<file path="config.mk">
export PLATFORM = sky130hd
export DESIGN_NAME = drop_scene_ctrl
export DESIGN_NICKNAME = d
export VERILOG_FILES = /design/src/rtl/drop_scene_ctrl.sv
export SDC_FILE = /design/constraint.sdc
export NUM_CORES = 1
export LEC_CHECK = 0
export CAP_MARGIN = 20
export CORE_ASPECT_RATIO = 2
export CORE_MARGIN = 5
export CORE_UTILIZATION = 30
export CTS_BUF_LIST = sky130_fd_sc_hd__clkbuf_8
export DETAILED_ROUTE_END_ITERATION = 16
export HOLD_SLACK_MARGIN = 0.1
export RECOVER_POWER = 25
export SETUP_SLACK_MARGIN = 0.3
export SLEW_MARGIN = 20
export SYNTH_ARGS = -nofsm -noshare
export SYNTH_HDL_FRONTEND = slang
export SYNTH_SLANG_ARGS = --single-unit
</file>
<file path="constraint.sdc">
create_clock -name clk -period 8.45 [get_ports clk]
set_input_delay 1.69 -clock clk [delete_from_list [all_inputs] [get_ports clk]]
set_output_delay 1.69 -clock clk [all_outputs]
set_load 0.01 [all_outputs]
</file>
<file path="src/rtl/drop_scene_ctrl.sv">
// Stacking-game scene controller: swings a live block, commits drops against
// the block below, and sequences title/play/lose/win scenes. All visible state
// updates only on a frame pulse derived from the VGA vertical sync.
module drop_scene_ctrl #(
  parameter int SWING_MAX = 24,
  parameter int FRAME_DIV = 2,
  parameter int TOL       = 4
) (
  input  logic        clk,
  input  logic        reset,
  input  logic        start,
  input  logic        drop,
  input  logic        vs,
  output logic [11:0] blocks,
  output logic [59:0] pos_blocks,
  output logic [1:0]  people,
  output logic [1:0]  scene,
  output logic [3:0]  count
);

  typedef enum logic [1:0] {
    IDLE = 2'd0,
    PLAY = 2'd1,
    LOSE = 2'd2,
    WIN  = 2'd3
  } state_t;

  localparam logic [4:0] POS_MAX  = 5'(SWING_MAX);
  localparam logic [3:0] DIV_LAST = 4'(FRAME_DIV - 1);
  localparam logic [5:0] TOL_W    = 6'(TOL);

  // Unsigned distance between two positions, widened so the subtraction
  // never wraps.
  function automatic logic [5:0] abs_diff6(input logic [4:0] a, input logic [4:0] b);
    logic [5:0] wa;
    logic [5:0] wb;
    wa = {1'b0, a};
    wb = {1'b0, b};
    return (wa >= wb) ? (wa - wb) : (wb - wa);
  endfunction

  // vsync synchroniser (p0, p1) plus edge-history flop (p2)
  logic vs_p0, vs_p1, vs_p2;
  logic frame_pulse;

  // Game state
  state_t      state, state_nx;
  logic [11:0] blocks_nx;
  logic [4:0]  pos    [12];
  logic [4:0]  pos_nx [12];
  logic [1:0]  people_nx;
  logic [3:0]  count_nx;
  logic [3:0]  n, n_nx;
  logic        dir_up, dir_nx;
  logic [3:0]  div, div_nx;
  logic [2:0]  fcnt, fcnt_nx;
  logic        start_pend, start_pend_nx;
  logic        drop_pend, drop_pend_nx;

  logic        start_req, drop_req;
  logic [3:0]  prev_idx;
  logic [4:0]  cur_pos, prev_pos, pos_up, pos_dn;
  logic        drop_ok;

  // Synchronise vs and register a one-cycle pulse on its falling edge
  always_ff @(posedge clk or posedge reset) begin
    if (reset) begin
      vs_p0       <= 1'b1;
      vs_p1       <= 1'b1;
      vs_p2       <= 1'b1;
      frame_pulse <= 1'b0;
    end else begin
      vs_p0       <= vs;
      vs_p1       <= vs_p0;
      vs_p2       <= vs_p1;
      frame_pulse <= vs_p2 & ~vs_p1;
    end
  end

  // A request arriving in the frame-pulse cycle itself still counts
  assign start_req = start_pend | start;
  assign drop_req  = drop_pend | drop;

  assign prev_idx = (n == 4'd0) ? 4'd0 : n - 4'd1;
  assign cur_pos  = pos[n];
  assign prev_pos = pos[prev_idx];
  assign pos_up   = cur_pos + 5'd1;
  assign pos_dn   = cur_pos - 5'd1;
  assign drop_ok  = (n == 4'd0) || (abs_diff6(cur_pos, prev_pos) <= TOL_W);

  // Next-state and datapath updates; everything holds except on frame_pulse
  always_comb begin
    state_nx  = state;
    blocks_nx = blocks;
    pos_nx    = pos;
    people_nx = people;
    count_nx  = count;
    n_nx      = n;
    dir_nx    = dir_up;
    div_nx    = div;
    fcnt_nx   = fcnt;
    start_pend_nx = frame_pulse ? 1'b0 : start_req;
    drop_pend_nx  = frame_pulse ? 1'b0 : drop_req;

    if (frame_pulse) begin
      unique case (state)
        PLAY: begin
          fcnt_nx = fcnt + 3'd1;
          if (fcnt == 3'd7) people_nx = people + 2'd1;
          if (drop_req) begin
            if (drop_ok) begin
              count_nx = count + 4'd1;
              if (count_nx == 4'd12) begin
                state_nx  = WIN;
                people_nx = 2'd3;
              end else begin
                n_nx              = count_nx;
                blocks_nx[count_nx] = 1'b1;
                pos_nx[count_nx]  = 5'd0;
                dir_nx            = 1'b1;
                div_nx            = 4'd0;
              end
            end else begin
              blocks_nx[n] = 1'b0;
              state_nx     = LOSE;
            end
          end else if (div == DIV_LAST) begin
            div_nx = 4'd0;
            if (dir_up) begin
              pos_nx[n] = pos_up;
              if (pos_up == POS_MAX) dir_nx = 1'b0;
            end else begin
              pos_nx[n] = pos_dn;
              if (pos_dn == 5'd0) dir_nx = 1'b1;
            end
          end else begin
            div_nx = div + 4'd1;
          end
        end
        default: begin
          // IDLE, LOSE, WIN: only start matters; a pending drop is discarded
          if (start_req) begin
            state_nx  = PLAY;
            blocks_nx = 12'h001;
            for (int k = 0; k < 12; k++) pos_nx[k] = 5'd0;
            count_nx  = 4'd0;
            n_nx      = 4'd0;
            dir_nx    = 1'b1;
            div_nx    = 4'd0;
            fcnt_nx   = 3'd0;
            people_nx = 2'd0;
          end
        end
      endcase
    end
  end

  // Game state registers
  always_ff @(posedge clk or posedge reset) begin
    if (reset) begin
      state      <= IDLE;
      blocks     <= 12'h000;
      for (int k = 0; k < 12; k++) pos[k] <= 5'd0;
      people     <= 2'd0;
      count      <= 4'd0;
      n          <= 4'd0;
      dir_up     <= 1'b1;
      div        <= 4'd0;
      fcnt       <= 3'd0;
      start_pend <= 1'b0;
      drop_pend  <= 1'b0;
    end else begin
      state      <= state_nx;
      blocks     <= blocks_nx;
      pos        <= pos_nx;
      people     <= people_nx;
      count      <= count_nx;
      n          <= n_nx;
      dir_up     <= dir_nx;
      div        <= div_nx;
      fcnt       <= fcnt_nx;
      start_pend <= start_pend_nx;
      drop_pend  <= drop_pend_nx;
    end
  end

  // Pack slot positions onto the flat output bus
  always_comb begin
    pos_blocks = '0;
    for (int k = 0; k < 12; k++) pos_blocks[5*k +: 5] = pos[k];
  end

  assign scene = state;

endmodule

</file>
Word-level counts from Yosys, hierarchy flattened
Cells that the tools add are included.
W data, S select, Z words.

storage, ports and cells
  flip-flop bits (word level) = 98
  input bits = 5
  output and inout port bits = 80
  logic and storage cells = 153

cells by class
  $add $sub $neg = 9
  order comparisons = 11
  equality and inequality tests = 13
  muxes and demuxes = 67
  bitwise operators = 12
  reductions and logical operators = 15

operators by type and width
  kind                   count
  $mux W60               7
  $bwmux W60             2
  $and A60 B60 Y60       1
  $mux W12               5
  $not A60 Y60           1
  $mux W4                14
  $bmux W5 S4            2
  $demux W5 S4           2
  $mux W5                6
  $mux W2                11
  $reduce_and A4 Y1      4
  $ge A5 B5 Y1 const B   3
  $ne A3 B3 Y1 const B   5
  $not A4 Y5             3
  $mux W1                13
  $and A12 B12 Y12       1
  $not A12 Y12           1
  $or A12 B12 Y12        1
  $sub A5 B5 Y6          2
  $lt A4 B5 Y1 const B   2
  $lt A5 B1 Y1 const B   2
  $reduce_and A5 Y1      2
  $add A4 B1 Y4 const B  2
  $demux W1 S4           2
  other kinds (25)       33

Longest topological paths before layout
Gate-level depths: netlist (run 1).

  word-level depth = 13
  mapped depth = 22
  mapped depth without buffers = 17

Worst setup path after synthesis (run 1)
OpenSTA, ideal clock, no wires.

  kind = reg2reg
  from = register n[1]
  to = register pos, in the netlist pos_blocks[9]
  setup time = 0.126 ns
  data arrival time = 4.867 ns
  data required time = 8.324 ns
  setup slack = 3.457 ns
  stages on the path, launching flop included = 21
  buffers on the path = 4
  clock period less this slack = 4.993 ns
  cells stage by stage = dfrtp_1 -> buf_2 -> or2_2 -> clkbuf_1 -> nor3_4 -> nor2_1 -> mux4_2 -> nand3_1 -> a21oi_1 -> or3_1 -> ha_1 -> buf_2 -> a21oi_1 -> o211ai_1 -> a2111oi_0 -> o211a_1 -> nand3_1 -> a31oi_1 -> buf_2 -> o21ai_0 -> a221o_1

on the way
  cells in the longest elaborated chain, start to end = 12
  elaborated cells on any way between the ends = 32
  those cells by class = 5 x add/sub; 4 x order compare; 1 x eq/ne; 16 x mux; 2 x bitwise; 4 x reduce/logical

RTL lines
  what                                               RTL line  text
  start: declaration                                 53        logic [3:0] n, n_nx;
  start signal: assignment                           178       n <= n_nx;
  $sub A4 B1 Y4 or $logic_not A4 Y1 (tied branches)  84, 89
  $mux W4                                            84        assign prev_idx = (n == 4'd0) ? 4'd0 : n - 4'd1;
  $not A4 Y5 (not written as such)                   86        assign prev_pos = pos[prev_idx];
  $bmux W5 S4                                        86
  $mux W5 (not written as such) (2 in a row)         86
  $sub A5 B5 Y6 or $ge A5 B5 Y1 (tied branches)      39        return (wa >= wb) ? (wa - wb) : (wb - wa);
  $mux W6                                            39
  $le A6 B3 Y1                                       89        assign drop_ok = (n == 4'd0) || (abs_diff6(cur_pos, prev_pos) <= TOL_W);
  $logic_or A1 B1 Y1                                 89
  $ne A3 B3 Y1 (no line)                             --
  $reduce_and A5 Y1 (no line)                        --
  end signal: assignment                             175       pos <= pos_nx;
  end: declaration                                   49        logic [4:0] pos [12];

Several ways; a longest one is shown, not always the timed one. The select of a mux whose other input is x is not followed.
A chain may end at the register's enable or synchronous reset.

Final worst setup path (run 1)
  from = register n[3]
  to = register pos, in the netlist pos_blocks[18]

Same word-level chain as after synthesis.

==> results.md, run 1 <==
- Place WS: 1.07 ns
- Total iterations of the first detailed-routing run: 6
- Required time at the worst-slack endpoint: 8.76 ns
- Antenna viol nets, final: 0
- Hold violation total from the final report: 0
- Global-route wire length before repair: 47.6 mm
- GRT Overall Usage: 23.3%
- Unrepaired setup endpoints after global routing: no
- Delay of the slowest critical-path stage: approximately 0.75 ns
- I/O pin cnt: 85
- Kind of critical path: flop to flop
- Most instantiated cells after synthesis: dfrtp_1, o21ai_0, nand2_1
- Register-to-Register Setup Slack: 1.13 ns
- Clock Pin Slew Worst Setup and Hold Paths: about 0.11 ns
- Largest net degree at the start of global routing: 75
- Die boundary width: 119 um
- Final Critical Period: 7.32 ns
- Count of pins over their slew limit: 110
- Fraction of the yosys area taken by sequential cells: between 30% and 40%
- Critical hold path startpoint: vs_p0$_DFF_PP1_
- Clock tree from TritonCTS: done
- Final weighted congestion in routability-driven placement: 0.986
- Cell count after synthesis: between 800 and 900
- Portion of the clock cycle consumed by the worst path in the final layout: 86.6%
- Cells traversed along the worst timing path: nor2_1 -> nand2_1 -> nand2b_2 -> mux4_2 -> a22oi_1 -> nor2_1 -> or3_1 -> ha_1 -> a21oi_1 -> o211ai_1 -> a2111oi_0 -> o211a_1 -> nand3_1 -> a31oi_4 -> buf_4 -> o21ai_0 -> a221o_1
- NumNets Final: 890
- Global route overflow: 0
- Area leader, netlist: dfrtp_1
- Effective utilization at floorplan: 30.5%
- Clock net sink count: 98
- Worst hold endpoint: vs_p1$_DFF_PP1_
- Placeable Area: roughly 23000 um2
- Final setup slack of the worst path: 1.13 ns
- EDFF count, synth: 0
- Estimated wirelength of the detail-placed design: between 20 and 25 mm
- Critical path data arrival time: 7.63 ns
- Combined flip-flop and latch cell area: 2460 um2
- Worst vdd ir: ~320 uV
- Top cell by count, worst path: nor2_1
- Area fraction of the dominant cell type after synthesis: between 30% and 40%
- Routed wire length: 32.1 mm
- Layout Area Growth over Synthesis: 18.1%
- # port buffers: 84
- Average detailed-routed wire length per instance: 27.9 um
- Nature of the critical path endpoint: flop
- Area occupied by multi-input gates: around 4300 um2
- Filler cell count: 2437
- Total via count in the routed design: 7466
- Fraction of layout instances using a drive strength above 1: 8.99%
- Vias in the first global route: 7420
- Largest cells by area after synthesis: dfrtp_1, mux4_2, o21ai_0
- Violations in the final reports: capacitance limit, slew limit
- Worst hold-check path type: flop to flop
- Async SR Flop Fraction: 100%
- Number of warnings issued by yosys: 0
- Final setup TNS: 0 ns
- Worst Path Buf+Inv: 1
- Number of vias per cell after detailed routing: 6.48
- Number of violations reported at the end of detailed-routing iteration 0: between 600 and 700
- Endpoints failing setup: 0
- Syn_nets: 837
- Num CTS Buffers: 9
- Kind of launch point of the worst setup path: flop
- Skew-Pair Late Insertion Delay: ~0.43 ns
- Number of max-capacitance violations reported: 2
- Setup skew after layout: 0.0197 ns
- Number of instances on the worst hold path: 0
- Die H: 228 um
- Number of placement rows: 79
- Clock Tree Root: clkbuf_8
- Cell family contributing the most delay on the critical path: simple AND/OR/NAND/NOR gates
- Pwr/cell area: 439 nW/um2
- Seq cells post-synth: 98
- Worst slew margin relative to its limit: -180%
- Worst-path fanout max: 29
- Path depth of the worst reg2reg path: 17
- Overall die area: 27100 um2
- Mapped cell area: approximately 7000 um2
- Reg2reg end: pos_blocks[18]$_DFFE_PP0P_
- Most used flip-flop cell after synthesis: dfrtp_1
- Max Clk Rate: approximately 140 MHz
- Initial antenna violation count: 1
- Number of distinct library cells after synthesis: 67
- Lkg Pwr: 3.32 nW
- Total DRC errors in the routed layout: 0
- Max stage delay cell, worst path: dfrtp_1
- Most used standard cell by instance count after synthesis: dfrtp_1
- Mapped Avg Cell Area: slightly below 9 um2
- H-tree depth: 3
- Status: complete, but fails checks
- Worst R2R Start: n[3]$_DFFE_PP0P_
- Actual transition at the worst max-transition pin: 4.20 ns
- Buffer depth of the longest clock path: 2
==> worst max-delay path by stage <==
stage	start	to	slack [ns]	depth (start not counted)
finish	n[3]$_DFFE_PP0P_	pos_blocks[18]$_DFFE_PP0P_	1.13	17
global route	n[3]$_DFFE_PP0P_	blocks[11]$_DFFE_PP0P_	0.51	16
CTS	n[3]$_DFFE_PP0P_	pos_blocks[18]$_DFFE_PP0P_	1.03	17
detailed placement	n[3]$_DFFE_PP0P_	pos_blocks[18]$_DFFE_PP0P_	1.07	17
global placement	n[3]$_DFFE_PP0P_	pos_blocks[18]$_DFFE_PP0P_	1.38	17
floorplan	n[1]$_DFFE_PP0P_	pos_blocks[9]$_DFFE_PP0P_	3.46	20
==> sequential cells by signal, indices dropped and copies added (netlist names), 2 cells and up <==
signal / flops
div: 4
count: 4
pos_blocks: 60
blocks: 12
n: 4
fcnt: 3
people: 2
scene: 2
==> cell families after synthesis <==
family | after synthesis | share of synthesized area [%]
mux | 31 | 8.85
compound gates | 308 | 29.3
simple gates | 255 | 17.1
flops | 98 | 34.6
buf+inv | 86 | 5.05
fa+ha+maj | 22 | 3.87
xor+xnor | 10 | 1.23
==> layer usage <==
metal	vias up	part of all wire, %	track usage, %
li1	3177	-	-
met1	3636	32	23.1
met2	464	50	39.9
met3	189	7.1	4.78
met4	0	11	22.1
met5	-	0	0
==> report_power, final <==
group,switching [W],internal [W]
registers,0.000152,0.000561
clock network,0.000193,0.000136
logic,0.00170,0.000944
total,0.00204,0.00164
==> placed cells by master, fill, tap and decap left out, drive strengths merged, types with 13 or more instances in the layout <==
cell,n
inv,28
nand3,39
a22oi,23
buf,16
clkdlybuf4s50,81
nand2,77
o311ai,13
nor2,65
a21oi,54
dfrtp,94
o21ai,86
a22o,31
ha,22
mux4,25
==> what timing repair did <==
action | CTS | global route
buffers inserted | 0 | 0
hold buffers | 0 | 0
endpoints found under the setup margin | 0 | 3
gates resized for setup | 0 | 1
==> layout make-up <==
cell class | instances | share of cell area (%)
antenna | 1 | 0.0298
tap | 283 | 4.22
multi-input combinational | 626 | 51.5
inverter | 26 | 1.18
clock inverter | 7 | 0.834
clock buffer | 9 | 1.47
sequential | 98 | 29.3
timing repair buffer | 102 | 11.5
==> per-stage QoR <==
stage / std cells / util (%) / power [W] / hold WS, ns / cell area (um2)
detailed placement: 1135 / 35.2 / 0.00331 / 0.352 / 8210
CTS: 1151 / 36.0 / 0.00365 / 0.368 / 8400
global placement: 1135 / 35.2 / 0.00329 / 0.348 / 8210
global route: 1152 / 36.0 / 0.00393 / 0.373 / 8400
finish: 1152 / 36.0 / 0.00369 / 0.369 / 8400
floorplan: 810 / - / 0.00244 / 0.345 / 7110
Note: power is estimated with default switching activity, not from simulation.
==> run 2: changes to the inputs <==
--- a/config.mk
+++ b/config.mk
@@ -11,6 +11,7 @@
 export CORE_UTILIZATION = 30
 export CTS_BUF_LIST = sky130_fd_sc_hd__clkbuf_8
 export DETAILED_ROUTE_END_ITERATION = 16
+export DONT_BUFFER_PORTS = 1
 export HOLD_SLACK_MARGIN = 0.1
 export RECOVER_POWER = 25
 export SETUP_SLACK_MARGIN = 0.3
==> results.md, run 2 (synthesized netlist as in run 1, its figures left out) <==
- Status: complete, but fails checks
- Violations in the final reports: capacitance limit, slew limit
- Number of vias per cell after detailed routing: 6.60 (+1.8%)
- I/O pin cnt: 85 (unchanged)
- H-tree depth: 3 (unchanged)
- Num CTS Buffers: 9 (unchanged)
- Worst-path fanout max: 29 (unchanged)
- Worst-case hold slack: 0.366 ns (-0.00271 ns)
- Worst vdd ir: 202 uV (-37%)
- Buffer depth of the longest clock path: 2 (unchanged)
- Vias in the first global route: 6902 (-7.0%)
- Final instance area: 7590 um2 (-9.7%)
- Number of buffers inserted to repair setup after CTS: 0 (unchanged)
- Final setup TNS: 0 ns (unchanged)
- Critical hold path startpoint: vs_p0$_DFF_PP1_
- Setup skew after layout: 0.0261 ns (+0.00646 ns)
- Reg2reg end: pos_blocks[1]$_DFFE_PP0P_
- Endpoints failing setup: 0 (unchanged)
- Number of max-capacitance violations reported: 3 (+1)
- Part of the power in registers: 21.2% (+1.8 points)
- Internal Dissipation: 0.00154 W (-6.3%)
- Critical path data arrival time: 7.90 ns (+0.27 ns)
- Fraction of layout instances using a drive strength above 1: 10.1% (+1.1 points)
- Estimated wirelength of the detail-placed design: 24.0 mm (+1.3%)
- Die H: 228 um (unchanged)
- Number of instances on the worst hold path: 0 (unchanged)
- Net switching fraction of the power: 57.1% (+1.7 points)
- Unrepaired setup endpoints after global routing: no
- Global-route wire length before repair: 46.6 mm (-2.2%)
- Initial antenna violation count: 1 (unchanged)
- Register-to-Register Setup Slack: 0.86 ns (-0.26 ns)
- Final cell utilization of the core: 32.5% (-3.5 points)
- # port buffers: 0 (-100%)
- Kind of launch point of the worst setup path: flop
- Path depth of the worst reg2reg path: 18 (+1)
- Share of power burned in the clock network: 9.3% (+0.4 points)
- Clock net sink count: 98 (unchanged)
- Layout Area Growth over Synthesis: 6.70%
- Routed wire length: 31.9 mm (-0.47%)
- Lkg Pwr: 3.04 nW (-8.6%)
- Final Critical Period: 7.59 ns (+0.265 ns)
- Kind of critical path: flop to flop
- Antenna viol nets, final: 0 (unchanged)
- Pwr/cell area: 473 nW/um2 (+7.8%)
- Clock tree from TritonCTS: done
- Actual transition at the worst max-transition pin: 3.07 ns (-1.13 ns)
- Post-CTS Hold Fix Bufs: 0 (unchanged)
- Net switching power: 0.00205 W (+0.28%)
- Effective utilization at floorplan: 30.5% (unchanged)
- Total via count in the routed design: 7069 (-5.3%)
- Nature of the critical path endpoint: flop
- Cell area after placement: 7380 um2 (-10%)
- Placeable Area: 23300 um2 (unchanged)
- Average detailed-routed wire length per instance: 29.8 um (+7.1%)
- Worst hold endpoint: vs_p1$_DFF_PP1_
- Worst R2R Start: n[3]$_DFFE_PP0P_
- Final weighted congestion in routability-driven placement: 1.01 (+2.9%)
- Worst slew margin relative to its limit: -105% (+75 points)
- Die boundary width: 119 um (unchanged)
- Placed cell count: 1053 (-7.2%)
- Logic gate share of total power: 69.5% (-2.2 points)
- NumNets Final: 809 (-9.1%)
- Hold violation total from the final report: 0 (unchanged)
- Worst hold-check path type: flop to flop
- Clock Tree Root: clkbuf_8
- Most common cell after layout, fill and taps aside: dfrtp_1
- Total iterations of the first detailed-routing run: 6 (unchanged)
- Required time at the worst-slack endpoint: 8.77 ns (about the same)
- Largest net degree at the start of global routing: 54 (-28%)
- Resized Gates After CTS: 0 (unchanged)
- Number of placement rows: 79 (unchanged)
- Portion of the clock cycle consumed by the worst path in the final layout: 89.8% (+3.1 points)
- Clock Pin Slew Worst Setup and Hold Paths: 0.12 ns (about the same)
- Global route overflow: 0 (unchanged)
- Count of pins over their slew limit: 136 (+24%)
- Max Clk Rate: 132 MHz (-3.5%)
- Commonest non-fill, non-tap cells in the layout: dfrtp_1, o21ai_0, nand2_1
- Final cell count without fillers: 1071 (-7.0%)
- Total DRC errors in the routed layout: 0 (unchanged)
- GRT Overall Usage: 23.0% (-0.29 points)
- Number of violations reported at the end of detailed-routing iteration 0: 862 (+28%)
- Flip-flop count of the largest register, all copies and words added: 60 (unchanged)
- Skew-Pair Late Insertion Delay: 0.42 ns (about the same)
- Overall die area: 27100 um2 (unchanged)
-- run 2: changes by cell type in the layout (fill, tap and decap cells not counted), moves of 2 or more --
cell             delta
buf_4               +3
clkbuf_8            +2
clkdlybuf4s50_1    -81
dlygate4sd3_1       -3
inv_1               -2
-- run 2: area by class of cell --
type,count,area [um2]
tap,283,354
timing repair buffer,21,150
fill,2447,15700
multi-input combinational,626,4320
antenna,2,5.00
inverter,26,98.8
clock buffer,11,151
sequential,98,2460
clock inverter,4,51.3
-- run 2: per-layer routing --
metal  GRT usage (%)  share of wire, %  vias up
met5               0                 0        -
met4            21.4                11        0
met3            6.49               8.8      195
met2            40.0                50      434
met1            21.3                30     3410
li1                -                 -     3030
-- run 2: worst max-delay path by stage --
| stage | to | slack, ns | from |
|---|---|---|---|
| 5_1_grt | pos_blocks[1]$_DFFE_PP0P_ | 0.51 | n[3]$_DFFE_PP0P_ |
| 4_1_cts | pos_blocks[1]$_DFFE_PP0P_ | 1.04 | n[0]$_DFFE_PP0P_ |
| 2_1_floorplan | pos_blocks[9]$_DFFE_PP0P_ | 3.46 | n[1]$_DFFE_PP0P_ |
| 3_5_place_dp | pos_blocks[1]$_DFFE_PP0P_ | 1.07 | n[0]$_DFFE_PP0P_ |
| 6_report | pos_blocks[1]$_DFFE_PP0P_ | 0.86 | n[3]$_DFFE_PP0P_ |
| 3_3_place_gp | pos_blocks[1]$_DFFE_PP0P_ | 1.16 | n[3]$_DFFE_PP0P_ |
-- run 2: power groups by stage --
stage / combinational, W / clock [W] / sequential (W)
finish: 0.00249 / 0.000334 / 0.000760
floorplan: 0.00177 / 0 / 0.000675
global route: 0.00269 / 0.000355 / 0.000770
global placement: 0.00240 / 0 / 0.000763
detailed placement: 0.00242 / 0 / 0.000765
CTS: 0.00243 / 0.000338 / 0.000755
-- run 2: per-stage QoR --
| step | power [W] | setup WS [ns] |
|---|---|---|
| floorplan | 0.00244 | 3.46 |
| global placement | 0.00317 | 1.16 |
| detailed placement | 0.00319 | 1.07 |
| CTS | 0.00352 | 1.04 |
| global route | 0.00381 | 0.509 |
| finish | 0.00359 | 0.865 |
-- run 2: worst max-delay path, cell delays in order, from the launching register on --
cell	delay, ns
dfrtp_1	0.37
buf_4	0.23
nor2_1	0.75
nand2_1	0.68
nand2b_1	0.65
mux4_2	0.59
a22oi_1	0.21
nor2_1	0.05
or3_1	0.33
ha_1	0.41
a21oi_1	0.28
o211ai_1	0.17
a2111oi_0	0.39
o211a_1	0.21
nand3_1	0.45
a31oi_4	0.84
buf_4	0.38
o21ai_0	0.18
mux2_2	0.30
